==> src/rtl/riscv_muldiv.sv <==
// Iterative RV32M multiply/divide unit: 32-cycle shift-add multiply and
// restoring divide on magnitudes, with 1-cycle divide-by-zero/overflow path.
module riscv_muldiv #(
    parameter int XLEN = 32,
    parameter int ITER = 32
) (
    input  logic            clk,
    input  logic            rst,
    input  logic            start,
    input  logic [2:0]      funct3,
    input  logic [XLEN-1:0] op1,
    input  logic [XLEN-1:0] op2,
    output logic            busy,
    output logic            done,
    output logic [XLEN-1:0] result
);

    localparam int CW = $clog2(ITER);

    typedef enum logic [1:0] {
        IDLE,
        CALC,
        DONE
    } state_t;

    state_t            state_q, state_d;
    logic [CW-1:0]     cnt_q, cnt_d;
    logic [2:0]        fn_q, fn_d;
    logic [XLEN-1:0]   a_q, a_d;
    logic [2*XLEN-1:0] acc_q, acc_d;
    logic              neg_q, neg_d;
    logic              negr_q, negr_d;
    logic              busy_q, busy_d;
    logic              done_q, done_d;
    logic [XLEN-1:0]   res_q, res_d;

    logic              is_div, s1, s2, div0, ovf, ge;
    logic [XLEN-1:0]   m1, m2, rem_n, res_fin;
    logic [XLEN:0]     sum, shl;
    logic [2*XLEN-1:0] step, prod;

    always_comb begin : datapath
        is_div = funct3[2];
        s1 = op1[XLEN-1] & (is_div ? ~funct3[0]
                                   : (funct3 == 3'b001 || funct3 == 3'b010));
        s2 = op2[XLEN-1] & (is_div ? ~funct3[0] : (funct3 == 3'b001));
        m1 = s1 ? -op1 : op1;
        m2 = s2 ? -op2 : op2;
        div0 = is_div && (op2 == '0);
        ovf = is_div && !funct3[0]
              && (op1 == {1'b1, {(XLEN-1){1'b0}}}) && (op2 == '1);

        // acc holds {partial product, multiplier} or {remainder, quotient}
        sum = {1'b0, acc_q[2*XLEN-1:XLEN]} + (acc_q[0] ? {1'b0, a_q} : '0);
        shl = {acc_q[2*XLEN-1:XLEN], acc_q[XLEN-1]};
        ge = (shl >= {1'b0, a_q});
        rem_n = ge ? XLEN'(shl - {1'b0, a_q}) : shl[XLEN-1:0];
        if (fn_q[2]) begin
            step = {rem_n, acc_q[XLEN-2:0], ge};
        end else begin
            step = {sum, acc_q[XLEN-1:1]};
        end

        prod = neg_q ? -step : step;
        if (!fn_q[2]) begin
            res_fin = (fn_q[1:0] == 2'b00) ? prod[XLEN-1:0]
                                           : prod[2*XLEN-1:XLEN];
        end else if (fn_q[1]) begin
            res_fin = negr_q ? -step[2*XLEN-1:XLEN] : step[2*XLEN-1:XLEN];
        end else begin
            res_fin = neg_q ? -step[XLEN-1:0] : step[XLEN-1:0];
        end
    end

    always_comb begin : next_state
        state_d = state_q;
        cnt_d   = cnt_q;
        fn_d    = fn_q;
        a_d     = a_q;
        acc_d   = acc_q;
        neg_d   = neg_q;
        negr_d  = negr_q;
        busy_d  = busy_q;
        done_d  = done_q;
        res_d   = res_q;
        unique case (state_q)
            IDLE: begin
                busy_d = 1'b0;
                done_d = 1'b0;
                if (start) begin
                    fn_d   = funct3;
                    neg_d  = s1 ^ s2;
                    negr_d = s1;
                    cnt_d  = '0;
                    if (div0) begin
                        res_d   = funct3[1] ? op1 : '1;
                        state_d = DONE;
                        done_d  = 1'b1;
                    end else if (ovf) begin
                        res_d   = funct3[1] ? '0 : {1'b1, {(XLEN-1){1'b0}}};
                        state_d = DONE;
                        done_d  = 1'b1;
                    end else begin
                        acc_d   = {{XLEN{1'b0}}, is_div ? m1 : m2};
                        a_d     = is_div ? m2 : m1;
                        state_d = CALC;
                        busy_d  = 1'b1;
                    end
                end
            end
            CALC: begin
                acc_d = step;
                cnt_d = cnt_q + 1'b1;
                if (cnt_q == CW'(ITER - 1)) begin
                    res_d   = res_fin;
                    state_d = DONE;
                    busy_d  = 1'b0;
                    done_d  = 1'b1;
                end
            end
            DONE: begin
                state_d = IDLE;
                done_d  = 1'b0;
            end
            default: begin
                state_d = IDLE;
                busy_d  = 1'b0;
                done_d  = 1'b0;
            end
        endcase
    end

    always_ff @(posedge clk or posedge rst) begin
        if (rst) begin
            state_q <= IDLE;
            cnt_q   <= '0;
            fn_q    <= '0;
            a_q     <= '0;
            acc_q   <= '0;
            neg_q   <= 1'b0;
            negr_q  <= 1'b0;
            busy_q  <= 1'b0;
            done_q  <= 1'b0;
            res_q   <= '0;
        end else begin
            state_q <= state_d;
            cnt_q   <= cnt_d;
            fn_q    <= fn_d;
            a_q     <= a_d;
            acc_q   <= acc_d;
            neg_q   <= neg_d;
            negr_q  <= negr_d;
            busy_q  <= busy_d;
            done_q  <= done_d;
            res_q   <= res_d;
        end
    end

    assign busy   = busy_q;
    assign done   = done_q;
    assign result = res_q;

endmodule

==> config.mk <==
export PLATFORM = sky130hd
export DESIGN_NAME = riscv_muldiv
export DESIGN_NICKNAME = d
export VERILOG_FILES = /design/src/rtl/riscv_muldiv.sv
export SDC_FILE = /design/constraint.sdc
export NUM_CORES = 1
export LEC_CHECK = 0
export ABC_AREA = 1
export CORE_MARGIN = 4
export CORE_UTILIZATION = 32
export CTS_CLUSTER_SIZE = 30
export DETAILED_ROUTE_END_ITERATION = 10
export PLACE_DENSITY = 0.59
export RECOVER_POWER = 25
export SLEW_MARGIN = 10
export SYNTH_ARGS = -nofsm -noshare
export SYNTH_HDL_FRONTEND = slang
export SYNTH_SLANG_ARGS = --single-unit
==> constraint.sdc <==
create_clock -name clk -period 4.9 [get_ports clk]
set_input_delay 0.735 -clock clk [delete_from_list [all_inputs] [get_ports clk]]
set_output_delay 0.735 -clock clk [all_outputs]
set_load 0.01 [all_outputs]
; ---- Yosys cells after proc, flatten, opt, wreduce, memory -nomap -nowiden
; Cells that the tools add are included.
[word_totals]
out_inout_bits = 34
elab_cells = 98
ff_bits = 142
[classes]
eq_ne = 12
add_sub_neg = 8
n_bitwise = 7
magnitude_cmp = 1
n_reduce_logical = 17
mux = 43
[op_table]
columns = operator, n
row1 = $mux 32, 17
row2 = $mux 64, 5
row3 = $neg 32->32, 4
row4 = $pmux 64 s2, 1
row5 = $eq 32x32->1 const B, 2
row6 = $neg 64->64, 1
row7 = $pmux 32 s2, 1
row8 = $add 32x32->33, 1
row9 = $ge 33x32->1, 1
row10 = $logic_not 32->1, 1
row11 = $sub 32x32->32, 1
row12 = $reduce_and 4->1, 3
row13 = $mux 1, 10
row14 = $pmux 5 s2, 1
row15 = $mux 2, 4
row16 = $ne 2x2->1 const B, 4
row17 = $reduce_and 2->1, 4
row18 = $add 5x1->5 const B, 1
row19 = $eq 5x5->1 const B, 1
row20 = $mux 5, 1
row21 = $logic_and 1x1->1, 4
row22 = $logic_not 2->1, 2
row23 = $not 1->1, 4
row24 = $pmux 2 s2, 1
row25 = other kinds (12), 13

; ---- Longest topological paths before layout
[logic_depth]
ltp_word = 10
ltp_mapped = 36
depth_no_buf = 36

; ---- Worst setup path after synthesis
; OpenSTA, ideal clock, no wires.
[synth_path]
path_type = register to register
from = register acc_q[59]
to = register res_q[30], in the netlist result[30]
arrival_ns = 3.593
required_time_ns = 4.783
period_less_slack_ns = 3.710
setup_time_ns = 0.117
path_slack_ns = 1.190
stages_incl_launch_ff = 33
cell_sequence = dfrtp_1 -> ha_1 -> nand2_2 -> inv_2 -> nand2_1 -> nand2_2 -> a21oi_2 -> nand2_2 -> nor2_8 -> nand2_8 -> nor2_4 -> inv_2 -> o21ai_2 -> ha_1 -> nand3_2 -> nor2_2 -> nand2_1 -> nor2_2 -> nand2_1 -> nor3_4 -> nand2_2 -> nor2_2 -> nand3_1 -> nand2_2 -> nand2_4 -> a21oi_4 -> nand2_1 -> nand2_1 -> nand3_1 -> o211ai_2 -> nand3_1 -> nand2_1 -> nand2_1
[synth_via]
elab_chain_cells = 9
elab_cells_between_ends = 16
classes_between = add/sub (5) / order compare (1) / mux (10)
[synth_lines]
columns = item, line
row1 = start: declaration, 30  ; logic [2*XLEN-1:0] acc_q, acc_d;
row2 = start signal: assignment, 139  ; acc_q <= '0;
row3 = start signal: assignment, 150  ; acc_q <= acc_d;
row4 = $sub 32x32->32 / $ge 33x32->1 (equally long branches), "57, 56"
row5 = $mux 32, 57  ; rem_n = ge ? XLEN'(shl - {1'b0, a_q}) : shl[XLEN-1:0];
row6 = $mux 64 *, 58  ; if (fn_q[2]) begin
row7 = $neg 64->64 / $neg 32->32 (equally long branches), "64, 69"
row8 = $mux 64 / $mux 32 (equally long branches), "64, 69"
row9 = "$mux 32, on equally long branches", "66, 68"
row10 = $mux 32 *, 65  ; if (!fn_q[2]) begin
row11 = $mux 32 *, 114  ; if (cnt_q == CW'(ITER - 1)) begin
row12 = $pmux 32 s2 *, 86  ; unique case (state_q)
row13 = end signal: assignment, 155  ; res_q <= res_d;
row14 = end: declaration, 35  ; logic [XLEN-1:0] res_q, res_d;
; Every way passes the cells marked *; elsewhere a longest branch is shown, timed or not. The select of a mux whose other input is x is not followed.
; A chain may end at the register's enable or synchronous reset.

; ---- Worst setup path in the final report
[layout_path]
from = register acc_q[0]
to = register res_q[30], in the netlist result[30]
[layout_via]
elab_chain_cells = 9
elab_cells_between_ends = 14
classes_between = add/sub (4) / mux (10)
[layout_lines]
columns = item, line
row1 = $mux 32, 54  ; sum = {1'b0, acc_q[2*XLEN-1:XLEN]} + (acc_q[0] ? {1'b0, a_q} : '0);
row2 = $add 32x32->33, 54
row3 = $mux 64 *, 58
row4 = $neg 64->64 / $neg 32->32 (equally long branches), "64, 69"
row5 = $mux 64 / $mux 32 (equally long branches), "64, 69"
row6 = "$mux 32, on equally long branches", "66, 68"
row7 = $mux 32 *, 65
row8 = $mux 32 *, 114
row9 = $pmux 32 s2 *, 86
; Marked as above.

==> results.md <==
* Sum of negative setup slack at 0 ns
* Worst setup path class: reg2reg
* Total congestion overflow after global routing at 0
* CTS H-tree lvls at 4
* Growth of design area from synthesis to finish at 13.41%
* Buffer depth of the longest clock path at 2
* Top_reg_cell synth: sky130_fd_sc_hd__dfrtp_1
* Pin count of the biggest net entering global routing at 79
* Area of combinational cells with multiple inputs at 0.01248 mm2
* Nature of the critical path endpoint: flip-flop
* Largest area contributor in the synthesized netlist: sky130_fd_sc_hd__dfrtp_1
* Total vias in the final route at 21.38k
* Arrival time of the worst setup path at between 4 and 5 ns
* Type of the most critical hold path: reg2reg
* Area of the mapped netlist at 0.01843 mm2
* Number of warnings issued by yosys at 0
* Wire length of the first global-routing pass at 126300 um
* Reg area at 0.003558 mm2
* TritonCTS sink count at ~140
* Reg2reg start: acc_q[0]
* Iteration count of the initial detailed-routing pass at 6
* # rows at 87
* Top library cells by usage in the layout, fill and taps aside: sky130_fd_sc_hd__nand2_1, sky130_fd_sc_hd__inv_1, sky130_fd_sc_hd__nor2_1, sky130_fd_sc_hd__o21ai_0, sky130_fd_sc_hd__nand3_1
* Nets@finish at ~3.4k
* GRT Overall Usage at 27.39%
* Half-perimeter wire length after placement at 68320 um
* Required time worst endpoint at 5.26 ns
* Failing checks: capacitance limit, slew limit
* Final hold violations at 0
* DRT iter0 DRCs at between 2k and 2.5k
* Leading cell type in the layout, fill and taps excluded: sky130_fd_sc_hd__nand2_1
* Crit share post-route at 91.22%
* Max frequency at ~220 MHz
* Pins over their slew limit at 73
* Final Critical Period at 4.470 ns
* Number of vias per cell at 5.357
* Post-synthesis sequential area ratio at around 19%
* Number of setup violations in the final report at 0
* Final worst clock skew at approximately 0.018 ns
* Clock tree from TritonCTS: yes
* R2r endpoint: result[30]
* Tightest slew margin relative to the limit at -110.1%
* Fraction of registers with async set/reset at 100.0%
* Library cell used as clock root buffer: sky130_fd_sc_hd__clkbuf_16
* Number of instances in the synthesized netlist at 3161
* Result of the run: complete, but fails checks
* Resized cells post-CTS at 0
* Synthesized flop and latch total at 142
* Unrepaired setup endpoints after global routing: no
* Least-Margin Pin Slew at roughly 3.1 ns
* Clock slew at the register clock pins of the worst setup and hold paths at ~0.070 ns
* Number of cell instances on the worst register-to-register path at 27
* Cts-stage hold buffer count at 0
* Floorplan Core Area at 0.05671 mm2
* Worst R2R Setup Slack at 0.43 ns
* Crit start category: flip-flop
* Die Footprint at slightly above 0.06 mm2
* Antenna violations before repair at 0
* Mapped Nets at around 3.3k
* Number of global-route vias before repair at 19.87k
* Average wire length per cell after detail routing at 21.31 um
* Die height at 248.0 um
* Routability Congestion at roughly 1.0
* IO Count at around 100
* Critical hold path startpoint: result[21]
* Distinct cell type count after synthesis at 60
* Number of enable-type register cells in the synthesized netlist at 0
* Chip width at 248.0 um
* Post-CTS setup buffers at 0
* Number of nets with antenna violations after detailed routing at 0
* Number of buffer cells added on primary ports at about 100
* Worst-Skew Late Latency at 0.48 ns
* Synth top area cells: sky130_fd_sc_hd__dfrtp_1, sky130_fd_sc_hd__nand2_1, sky130_fd_sc_hd__inv_1, sky130_fd_sc_hd__o21ai_0, sky130_fd_sc_hd__nor2_1
* Num CTS Buffers at 17
* Filler cell count in the final layout at 6311
* Number of cells on the worst hold path at 2
* Starting density of the core at 32.50%
* Worst hold endpoint: result[21]
* Max-capacitance violation count at 1
* Synthesized area per cell at a little under 6 um2
* Total length of routed wires at 85060 um
* Crit Path Max Fanout at 9
* Remaining design rule violation count at 0
* Fraction of final layout cells sized beyond drive strength 1 at 7.669%
* Area share of the largest cell type after synthesis at 19.28%
## sequential cells by signal (all words and copies together) (netlist names)
| signal | count |
|---|---|
| acc_q | 64 |
| a_q | 32 |
| result | 32 |
| cnt_q | 5 |
| fn_q | 3 |
| state_q | 2 |
| busy | 1 |
| done | 1 |
| neg_q | 1 |
| negr_q | 1 |
## layout make-up
class	count	area share (%)
Antenna cell	1	0.01197
Clock buffer	20	2.185
Clock inverter	12	0.8738
Inverter	488	8.762
Multi-Input combinational cell	2415	59.68
Sequential cell	142	17.02
Tap cell	756	4.525
Timing Repair Buffer	157	6.937
## how the worst max path moves through the flow
stage | from | end
6_report | acc_q[0] | result[30]
5_1_grt | acc_q[33] | result[30]
4_1_cts | acc_q[45] | result[30]
3_5_place_dp | acc_q[44] | result[30]
3_3_place_gp | acc_q[44] | result[30]
2_1_floorplan | rst | a_q[0]
## kinds of logic (layout without fill, tap and decap cells)
| kind of cell | count (synthesis) | after routing | share of synthesized area (%) |
|---|---|---|---|
| compound gates | 568 | 568 | 17.02 |
| xor+xnor | 110 | 110 | 5.227 |
| fa+ha+maj | 73 | 73 | 5.037 |
| buf+inv | 604 | 677 | 13.09 |
| flops | 142 | 142 | 19.28 |
| mux | 1 | 1 | 0.05431 |
| other cells | 0 | 1 | 0 |
| simple gates | 1663 | 1663 | 40.30 |
## worst max-delay path, cell delays in order (launching register included)
cell	delay, ns
sky130_fd_sc_hd__dfrtp_1	0.51
sky130_fd_sc_hd__buf_4	0.25
sky130_fd_sc_hd__nand2_1	0.07
sky130_fd_sc_hd__inv_1	0.04
sky130_fd_sc_hd__ha_1	0.38
sky130_fd_sc_hd__nand2_1	0.17
sky130_fd_sc_hd__nor2_1	0.17
sky130_fd_sc_hd__inv_1	0.12
sky130_fd_sc_hd__nor2_1	0.12
sky130_fd_sc_hd__nand2_1	0.07
sky130_fd_sc_hd__nand2_1	0.32
sky130_fd_sc_hd__nand3_1	0.16
sky130_fd_sc_hd__nand2_1	0.10
sky130_fd_sc_hd__nand2_1	0.05
sky130_fd_sc_hd__nand3_1	0.09
sky130_fd_sc_hd__nand3_1	0.34
sky130_fd_sc_hd__nor2_1	0.31
sky130_fd_sc_hd__nand3_1	0.20
sky130_fd_sc_hd__nor2_1	0.17
sky130_fd_sc_hd__nand2_1	0.09
sky130_fd_sc_hd__nand2_1	0.06
sky130_fd_sc_hd__nand2_1	0.08
sky130_fd_sc_hd__a21oi_1	0.13
sky130_fd_sc_hd__o21ai_1	0.09
sky130_fd_sc_hd__nand2_1	0.06
sky130_fd_sc_hd__nand3_1	0.07
sky130_fd_sc_hd__nand2_1	0.08
sky130_fd_sc_hd__nand2_1	0.05
## stage by stage
stage          instances  utilization [%]  setup slack (ns)  hold slack (ns)  area, um2
3_5_place_dp        3957            35.74            0.4320           0.4686      20270
3_3_place_gp        3957            35.74            0.4840           0.4710      20270
5_1_grt             3990            36.86           0.04676           0.5054      20900
6_report            3991            36.86            0.4302           0.4817      20910
2_1_floorplan       3161                -            0.3554           0.4537      18430
4_1_cts             3989            36.86            0.4086           0.4857      20910
## metal layers
metal	part of all wire, %	vias to the layer above	track usage, %
met3	8.8	202	4.840
met1	41	9865	36.16
li1	-	10250	-
met5	0	-	0
met2	45	1064	43.95
met4	5.0	0	11.91
## Yosys cell counts, types with 4 or more instances
cell,instances
sky130_fd_sc_hd__nand2_1,914
sky130_fd_sc_hd__inv_1,461
sky130_fd_sc_hd__nor2_1,301
sky130_fd_sc_hd__o21ai_0,252
sky130_fd_sc_hd__nand3_1,209
sky130_fd_sc_hd__a21oi_1,171
sky130_fd_sc_hd__dfrtp_1,142
sky130_fd_sc_hd__xor2_1,89
sky130_fd_sc_hd__clkbuf_1,71
sky130_fd_sc_hd__ha_1,71
sky130_fd_sc_hd__nand4_1,54
sky130_fd_sc_hd__o21ai_1,49
sky130_fd_sc_hd__nor3_1,29
sky130_fd_sc_hd__nor2_2,25
sky130_fd_sc_hd__inv_2,22
sky130_fd_sc_hd__nand2_2,21
sky130_fd_sc_hd__nand3_2,21
sky130_fd_sc_hd__o211ai_1,21
sky130_fd_sc_hd__xnor2_1,21
sky130_fd_sc_hd__o22ai_1,20
sky130_fd_sc_hd__or2_2,17
sky130_fd_sc_hd__nand3b_1,15
sky130_fd_sc_hd__buf_2,14
sky130_fd_sc_hd__nor2_4,12
sky130_fd_sc_hd__buf_4,11
sky130_fd_sc_hd__buf_6,10
sky130_fd_sc_hd__o21bai_1,10
sky130_fd_sc_hd__and2_1,9
sky130_fd_sc_hd__buf_1,9
sky130_fd_sc_hd__nand3_4,8
sky130_fd_sc_hd__nand4_2,8
sky130_fd_sc_hd__nor4_1,7
sky130_fd_sc_hd__a31oi_1,6
sky130_fd_sc_hd__o21ai_2,6
sky130_fd_sc_hd__o221ai_1,6
sky130_fd_sc_hd__a32o_1,5
sky130_fd_sc_hd__clkinv_1,5
sky130_fd_sc_hd__a21oi_2,4
sky130_fd_sc_hd__a21oi_4,4
Power is left out: the tool's default activity adds up to more than one toggle a clock period on the data nets, which glitch-free logic cannot reach.
